## src/rtl/seq_feeder.sv

```systemverilog
// seq_feeder: upstream stage of the NPE-wide DTW systolic array.
//
// Two register files hold the test (T) and reference (R) sequences and are loaded through
// a simple write port while idle. On start the block streams R in tiles of NPE samples
// (last sample first, so the shift chain lands R[rbase+j] in PE j). Each tile is followed
// by the complete T sequence and a flush of NPE-1 beats. Every output is registered.
//
// Ports
//   clk, nrst            clock, asynchronous active-low reset
//   wr_en/wr_sel/wr_addr/wr_data   sample write (wr_sel 0 = T, 1 = R), only while idle
//   t_len, r_len         sequence length minus 1, captured with start
//   start                begin a run (ignored while busy)
//   stall                downstream hold: freezes state and outputs, ena forced low
//   busy, done           run in progress / one-cycle end-of-run pulse
//   ena                  array advance enable
//   T, R                 broadcast samples; i_tindex, i_rindex their indices
//   i_tsrc, i_rsrc       per-PE source select, PE k at bits [2*(NPE-1-k)+1 -: 2]
module seq_feeder #(
  parameter int unsigned DEPTH = 32,
  parameter int unsigned NPE   = 6,
  parameter int unsigned DW    = 30,
  localparam int unsigned AW   = $clog2(DEPTH),
  localparam int unsigned SW   = 2 * NPE
) (
  input  logic          clk,
  input  logic          nrst,
  input  logic          wr_en,
  input  logic          wr_sel,
  input  logic [AW-1:0] wr_addr,
  input  logic [DW-1:0] wr_data,
  input  logic [AW-1:0] t_len,
  input  logic [AW-1:0] r_len,
  input  logic          start,
  input  logic          stall,
  output logic          busy,
  output logic          done,
  output logic          ena,
  output logic [DW-1:0] T,
  output logic [DW-1:0] R,
  output logic [AW-1:0] i_tindex,
  output logic [AW-1:0] i_rindex,
  output logic [SW-1:0] i_tsrc,
  output logic [SW-1:0] i_rsrc
);

  // rbase and the R address need one extra bit: the last tile may run past DEPTH-1.
  localparam int unsigned RW = AW + 1;

  localparam logic [1:0] SelHold  = 2'b00;
  localparam logic [1:0] SelShift = 2'b01;
  localparam logic [1:0] SelLoad  = 2'b10;

  // Build a select vector: PE0 gets 'first', PE NPE-1 gets 'last', the rest get 'mid'.
  function automatic logic [SW-1:0] fill_sel(input logic [1:0] first, input logic [1:0] mid,
                                             input logic [1:0] last);
    logic [SW-1:0] v;
    v = '0;
    for (int k = 0; k < int'(NPE); k++) begin
      if (k == 0) begin
        v[SW-1-2*k -: 2] = first;
      end else if (k == int'(NPE) - 1) begin
        v[SW-1-2*k -: 2] = last;
      end else begin
        v[SW-1-2*k -: 2] = mid;
      end
    end
    return v;
  endfunction

  // R enters at PE0 and shifts towards PE NPE-1; T enters at PE NPE-1 and shifts to PE0.
  localparam logic [SW-1:0] RSrcLoad   = fill_sel(SelLoad, SelShift, SelShift);
  localparam logic [SW-1:0] TSrcStream = fill_sel(SelShift, SelShift, SelLoad);
  localparam logic [SW-1:0] TSrcFlush  = fill_sel(SelShift, SelShift, SelHold);

  localparam logic [AW-1:0] CntRLast = AW'(NPE - 1);
  localparam logic [AW-1:0] CntFLast = AW'(NPE - 2);

  typedef enum logic [2:0] {
    StIdle,
    StRLoad,
    StTStream,
    StFlush,
    StDone
  } state_e;

  // Sample buffers: no reset, contents persist across runs.
  logic [DW-1:0] tmem [DEPTH];
  logic [DW-1:0] rmem [DEPTH];

  state_e        state_q, state_d;
  logic [AW-1:0] cnt_q, cnt_d;
  logic [RW-1:0] rbase_q, rbase_d;
  logic [AW-1:0] tlen_q, tlen_d;
  logic [AW-1:0] rlen_q, rlen_d;

  logic          busy_q, busy_d;
  logic          done_q, done_d;
  logic          ena_q, ena_d;
  logic [DW-1:0] t_q, t_d;
  logic [DW-1:0] r_q, r_d;
  logic [AW-1:0] tidx_q, tidx_d;
  logic [AW-1:0] ridx_q, ridx_d;
  logic [SW-1:0] tsrc_q, tsrc_d;
  logic [SW-1:0] rsrc_q, rsrc_d;

  logic          wr_ok;
  logic          start_ok;
  logic [RW-1:0] raddr;
  logic          rpad;
  logic [RW:0]   rbase_next;

  // Gated by both the busy output and the FSM so the window between accepting start and
  // raising busy can neither write a buffer nor restart the run.
  assign wr_ok    = wr_en && !busy_q && (state_q == StIdle);
  assign start_ok = start && !busy_q && (state_q == StIdle);

  always_ff @(posedge clk) begin
    if (wr_ok) begin
      if (wr_sel) begin
        rmem[wr_addr] <= wr_data;
      end else begin
        tmem[wr_addr] <= wr_data;
      end
    end
  end

  // R is issued last-sample-first so that after NPE shifts PE j holds R[rbase+j].
  assign raddr      = rbase_q + RW'(NPE - 1) - RW'(cnt_q);
  assign rpad       = (raddr > RW'(rlen_q)) || (raddr > RW'(DEPTH - 1));
  assign rbase_next = {1'b0, rbase_q} + (RW + 1)'(NPE);

  always_comb begin
    state_d = state_q;
    cnt_d   = cnt_q;
    rbase_d = rbase_q;
    tlen_d  = tlen_q;
    rlen_d  = rlen_q;
    busy_d  = busy_q;
    done_d  = 1'b0;
    ena_d   = 1'b0;
    t_d     = t_q;
    r_d     = r_q;
    tidx_d  = tidx_q;
    ridx_d  = ridx_q;
    tsrc_d  = tsrc_q;
    rsrc_d  = rsrc_q;

    case (state_q)
      StIdle: begin
        busy_d = 1'b0;
        if (start_ok) begin
          tlen_d  = t_len;
          rlen_d  = r_len;
          rbase_d = '0;
          cnt_d   = '0;
          state_d = StRLoad;
        end
      end

      StRLoad: begin
        busy_d = 1'b1;
        if (!stall) begin
          ena_d  = 1'b1;
          r_d    = rpad ? '0 : rmem[raddr[AW-1:0]];
          ridx_d = raddr[AW-1:0];
          t_d    = '0;
          tidx_d = '0;
          tsrc_d = '0;
          rsrc_d = RSrcLoad;
          if (cnt_q == CntRLast) begin
            cnt_d   = '0;
            state_d = StTStream;
          end else begin
            cnt_d = cnt_q + AW'(1);
          end
        end
      end

      StTStream: begin
        busy_d = 1'b1;
        if (!stall) begin
          ena_d  = 1'b1;
          t_d    = tmem[cnt_q];
          tidx_d = cnt_q;
          tsrc_d = TSrcStream;
          rsrc_d = '0;
          if (cnt_q == tlen_q) begin
            cnt_d   = '0;
            state_d = StFlush;
          end else begin
            cnt_d = cnt_q + AW'(1);
          end
        end
      end

      StFlush: begin
        busy_d = 1'b1;
        if (!stall) begin
          ena_d  = 1'b1;
          t_d    = '0;
          tidx_d = '0;
          tsrc_d = TSrcFlush;
          rsrc_d = '0;
          if (cnt_q == CntFLast) begin
            cnt_d = '0;
            if (rbase_next > (RW + 1)'(rlen_q)) begin
              state_d = StDone;
            end else begin
              rbase_d = rbase_next[RW-1:0];
              state_d = StRLoad;
            end
          end else begin
            cnt_d = cnt_q + AW'(1);
          end
        end
      end

      StDone: begin
        // busy stays high alongside done and drops with it on the next cycle.
        busy_d  = 1'b1;
        done_d  = 1'b1;
        state_d = StIdle;
      end

      default: begin
        state_d = StIdle;
        busy_d  = 1'b0;
      end
    endcase
  end

  always_ff @(posedge clk or negedge nrst) begin
    if (!nrst) begin
      state_q <= StIdle;
      cnt_q   <= '0;
      rbase_q <= '0;
      tlen_q  <= '0;
      rlen_q  <= '0;
      busy_q  <= 1'b0;
      done_q  <= 1'b0;
      ena_q   <= 1'b0;
      t_q     <= '0;
      r_q     <= '0;
      tidx_q  <= '0;
      ridx_q  <= '0;
      tsrc_q  <= '0;
      rsrc_q  <= '0;
    end else begin
      state_q <= state_d;
      cnt_q   <= cnt_d;
      rbase_q <= rbase_d;
      tlen_q  <= tlen_d;
      rlen_q  <= rlen_d;
      busy_q  <= busy_d;
      done_q  <= done_d;
      ena_q   <= ena_d;
      t_q     <= t_d;
      r_q     <= r_d;
      tidx_q  <= tidx_d;
      ridx_q  <= ridx_d;
      tsrc_q  <= tsrc_d;
      rsrc_q  <= rsrc_d;
    end
  end

  assign busy     = busy_q;
  assign done     = done_q;
  assign ena      = ena_q;
  assign T        = t_q;
  assign R        = r_q;
  assign i_tindex = tidx_q;
  assign i_rindex = ridx_q;
  assign i_tsrc   = tsrc_q;
  assign i_rsrc   = rsrc_q;

endmodule

```

## config.mk

```make
export PLATFORM = sky130hd
export DESIGN_NAME = seq_feeder
export DESIGN_NICKNAME = d
export VERILOG_FILES = /design/src/rtl/seq_feeder.sv
export SDC_FILE = /design/constraint.sdc
export NUM_CORES = 2
export LEC_CHECK = 0
export ABC_AREA = 1
export BUFFER_PORTS_ARGS = -buffer_cell sky130_fd_sc_hd__buf_2
export CORE_MARGIN = 1.5
export CORE_UTILIZATION = 51
export DETAILED_ROUTE_END_ITERATION = 7
export GPL_TIMING_DRIVEN = 0
export PLACE_DENSITY_LB_ADDON = 0.1
export SYNTH_ARGS = -nofsm -noshare
export SYNTH_HDL_FRONTEND = slang
export SYNTH_SLANG_ARGS = --single-unit
```

## constraint.sdc

```tcl
create_clock -name clk -period 4.8 [get_ports clk]
set_clock_uncertainty 0.1 [all_clocks]
set_input_delay 0.48 -clock clk [delete_from_list [all_inputs] [get_ports clk]]
set_output_delay 0.48 -clock clk [all_outputs]
set_load 0.01 [all_outputs]
```

==> results_dict.tcl <==
set metrics [dict create \
    relSlewSlack 0.129 \
    layout-drive-gt1-share 0.0932 \
    grt_pass1_wl_mm 393 \
    totalWireLength_mm 284 \
    synth.distinct_cells 27 \
    coreArea_mm2 0.158 \
    final_cell_area_mm2 0.0940 \
    finalNetCount 7430 \
    critPathCapture "R[25]" \
    drtIter0Drc 10074 \
    rr_endpoint "R[25]" \
    post_dp_cell_area_mm2 0.0873 \
    power_mw 60.0 \
    tightest_slew_ns 1.31 \
    setup-violations-final 0 \
    netlist_instances 6884 \
    rsz0062_at_grt "no" \
    routed.top_layer "met5" \
    wl_met1_mm 111 \
    p_leak_nw 33.6 \
    cap_violations 0 \
    portBuffers 135 \
    first_global_vias 53368 \
    initial_core_util 0.513 \
    p_sw_frac 0.435 \
    ys_seq_area_frac 0.741 \
    cts_root_buf "clkbuf_16" \
    final_cell_mix "edfxtp_1 (1920), nand2_1 (1914), nand3_1 (1266)" \
    final_common_cell "edfxtp_1" \
    hold-worst-slack_ns 0.0309 \
    crit_path_start "rbase_q[1]" \
    synth_area_mm2 0.0812 \
    syn_area_per_cell_um2 11.8 \
    cpPeakStageDelay_ns 0.70 \
    n_fill_cell 12771 \
    pin_count 148 \
    ys.flop_type "edfxtp_1" \
    p_comb_frac 0.414 \
    vdd_drop_max_v 0.000482 \
    p_seq_frac 0.332 \
    post-cts-setup-buffer-count 0 \
    critPathSlowestCell "clkdlybuf4s15_1" \
    start_kind "register" \
    fmax_mhz 210 \
    clkTransAtPathRegs_ns 0.06 \
    first_pass_iters 6 \
    path_max_fanout 10 \
    vias_per_cell 6.06 \
    clock_latency_ns 0.86 \
    synth_seq_cells 2019 \
    hp-class "in -> reg" \
    route.detailed.drc 0 \
    slew_viol_final 0 \
    cts_tree "built" \
    cts.sinks 2019 \
    path_delay_family "buffers and inverters" \
    async_flop_share 0.0490 \
    grt-ovfl-total 0 \
    postRouteAntennaNets 0 \
    worst_ep_required_time_ns 5.42 \
    end_kind "register" \
    dieWidth_um 402 \
    vias 58144 \
    globalplace.congestion 0.951 \
    power_density_mw_per_mm2 639 \
    antenna_found_initial 22 \
    grt_max_degree 80 \
    grtUsageTotal 0.347 \
    met2WireLength_mm 125 \
    area_delta_synth_final_pct 15.7 \
    internal_power_mw 33.9 \
    die-area_mm2 0.162 \
    reg2reg_from "rbase_q[1]" \
    status "finished clean" \
    yosysWarnings 0 \
    min_period_ns 4.75 \
    cp.buffers_inverters 6 \
    finalCritPeriodShare 0.990 \
    dp_hpwl_mm 191 \
    reg2reg_depth 15 \
    p_clk_frac 0.254 \
    worst_path_most_repeated_cell "nand3_1" \
    path_class "reg -> reg" \
    cts_buffers 204 \
    met3_wirelength_mm 38.4 \
    wire_per_inst_um 29.6 \
    finalHoldViolations 0 \
    cts_buffer_depth 3 \
    crit_path_cell_trace "inv_1, ha_1, inv_1, ha_1, clkdlybuf4s15_1, inv_2, clkbuf_2, clkbuf_1, nand3_1, nand3_1, nand3_1, nand2_1, nand2_1, nand3_1, nand2_1" \
    r2r_slack_ns 0.05 \
    worstSetupPathDepth 15 \
    power.switching_mw 26.1 \
    htree_levels 4 \
    row_count 146 \
    synth-edff-count 1920 \
    crit_arrival_ns 5.37 \
    dieHeight_um 402 \
]
[power by group through the flow]
| stage | Clock [mW] | Combinational, mW | Sequential (mW) |
|---|---|---|---|
| finish | 15.3 | 24.8 | 19.9 |
| CTS | 15.3 | 23.7 | 19.9 |
| floorplan | 0 | 12.2 | 20.4 |
| global placement | 0 | 23.1 | 20.3 |
| detailed placement | 0 | 23.5 | 20.3 |
| global route | 15.9 | 25.8 | 20.0 |
[synth_stat cells (3+ instances only)]
cell type	instances	area, µm²
mux2_2	6	67.6
buf_2	67	335
buf_6	15	169
buf_4	32	240
buf_1	45	169
o21ai_0	345	1730
xor2_1	10	87.6
nand2_1	1914	7180
nand3_1	1266	6340
inv_1	58	218
xnor2_1	3	26.3
a21oi_1	71	355
inv_2	3	11.3
nand4_1	7	43.8
nor3_1	12	60.1
dfrtp_1	99	2480
nor2_1	694	2610
clkbuf_1	287	1080
ha_1	21	263
edfxtp_1	1920	57700
[sequential cells by signal, indices dropped and copies added (netlist names)]
signal / flops
rmem: 960
done: 1
state_q: 3
tlen_q: 5
R: 30
i_rindex: 5
rlen_q: 5
busy: 1
ena: 1
rbase_q: 5
i_tsrc: 2
i_tindex: 5
T: 30
i_rsrc: 1
tmem: 960
cnt_q: 5
[stage by stage]
| stage | cells | util | setup TNS [ns] | worst slack [ns] |
|---|---|---|---|---|
| 2_1_floorplan | 6896 | - | 0 | 1.26 |
| 3_3_place_gp | 9103 | 0.534 | -811.31 | -1.91 |
| 3_5_place_dp | 9196 | 0.552 | -48.98 | -1.71 |
| 4_1_cts | 9591 | 0.594 | 0 | 0.0312 |
| 5_1_grt | 9592 | 0.594 | 0 | 0.0214 |
| 6_report | 9599 | 0.594 | 0 | 0.0470 |
[how the worst min path moves through the flow]
stage	startpoint	cells after the start	slack (ns)	end
after global placement	T[26]	2	0.36	T[26]
after CTS	wr_data[23]	1	0.01	rmem[1][23]
after floorplan	nrst	0	0.08	R[0]
after global routing	wr_data[28]	1	0.005	rmem[26][28]
final	wr_data[28]	1	0.03	tmem[16][28]
after detailed placement	nrst	1	0.24	T[10]
[cell type report]
cell class | count | area, µm² | area share
Antenna cell | 7 | 17.5 | 0.000186
Sequential cell | 2019 | 60100 | 0.640
Tap cell | 2072 | 2590 | 0.0276
Clock inverter | 92 | 654 | 0.00696
Multi-Input combinational cell | 4368 | 19400 | 0.206
Inverter | 63 | 243 | 0.00258
Timing Repair Buffer | 260 | 3330 | 0.0354
Clock buffer | 277 | 5630 | 0.0599
Buffer | 441 | 2000 | 0.0213
[logic make-up (layout without fill, tap and decap cells)]
kind of cell	Yosys count	after routing	synth area share
DFF	2019	2019	0.741
buffers and inverters	509	1133	0.0274
other	1	20	0.0000462
xor gates and xnor gates	13	13	0.00140
adders and majority gates	22	22	0.00348
AOI/OAI and AO/OA	419	419	0.0259
and+or+nand+nor	3895	3895	0.200
muxes	6	6	0.000832
[per-layer routing]
metal	global-route usage	vias to the layer above
li1	-	25081
met1	0.505	28779
met2	0.518	3788
met3	0.0882	494
met4	0.0993	2
met5	0	-
[repair_timing]
| item | 4_1_cts | 5_1_grt |
|---|---|---|
| resized for setup | 10 | 18 |
| endpoints found under the hold margin | 310 | 0 |
| gates cloned | 0 | 0 |
| hold buffers | 31 | 0 |
| setup endpoints to repair | 31 | 30 |
[worst register-to-register path, stage by stage, from the launching register on]
cell and delay [ns]:
dfrtp_1 0.37, inv_1 0.10, ha_1 0.29, inv_1 0.04
ha_1 0.32, clkdlybuf4s15_1 0.70, inv_2 0.45, clkbuf_2 0.49
clkbuf_1 0.57, nand3_1 0.15, nand3_1 0.12, nand3_1 0.27
nand2_1 0.36, nand2_1 0.14, nand3_1 0.12, nand2_1 0.05
Note: power is estimated with default switching activity, not from simulation.
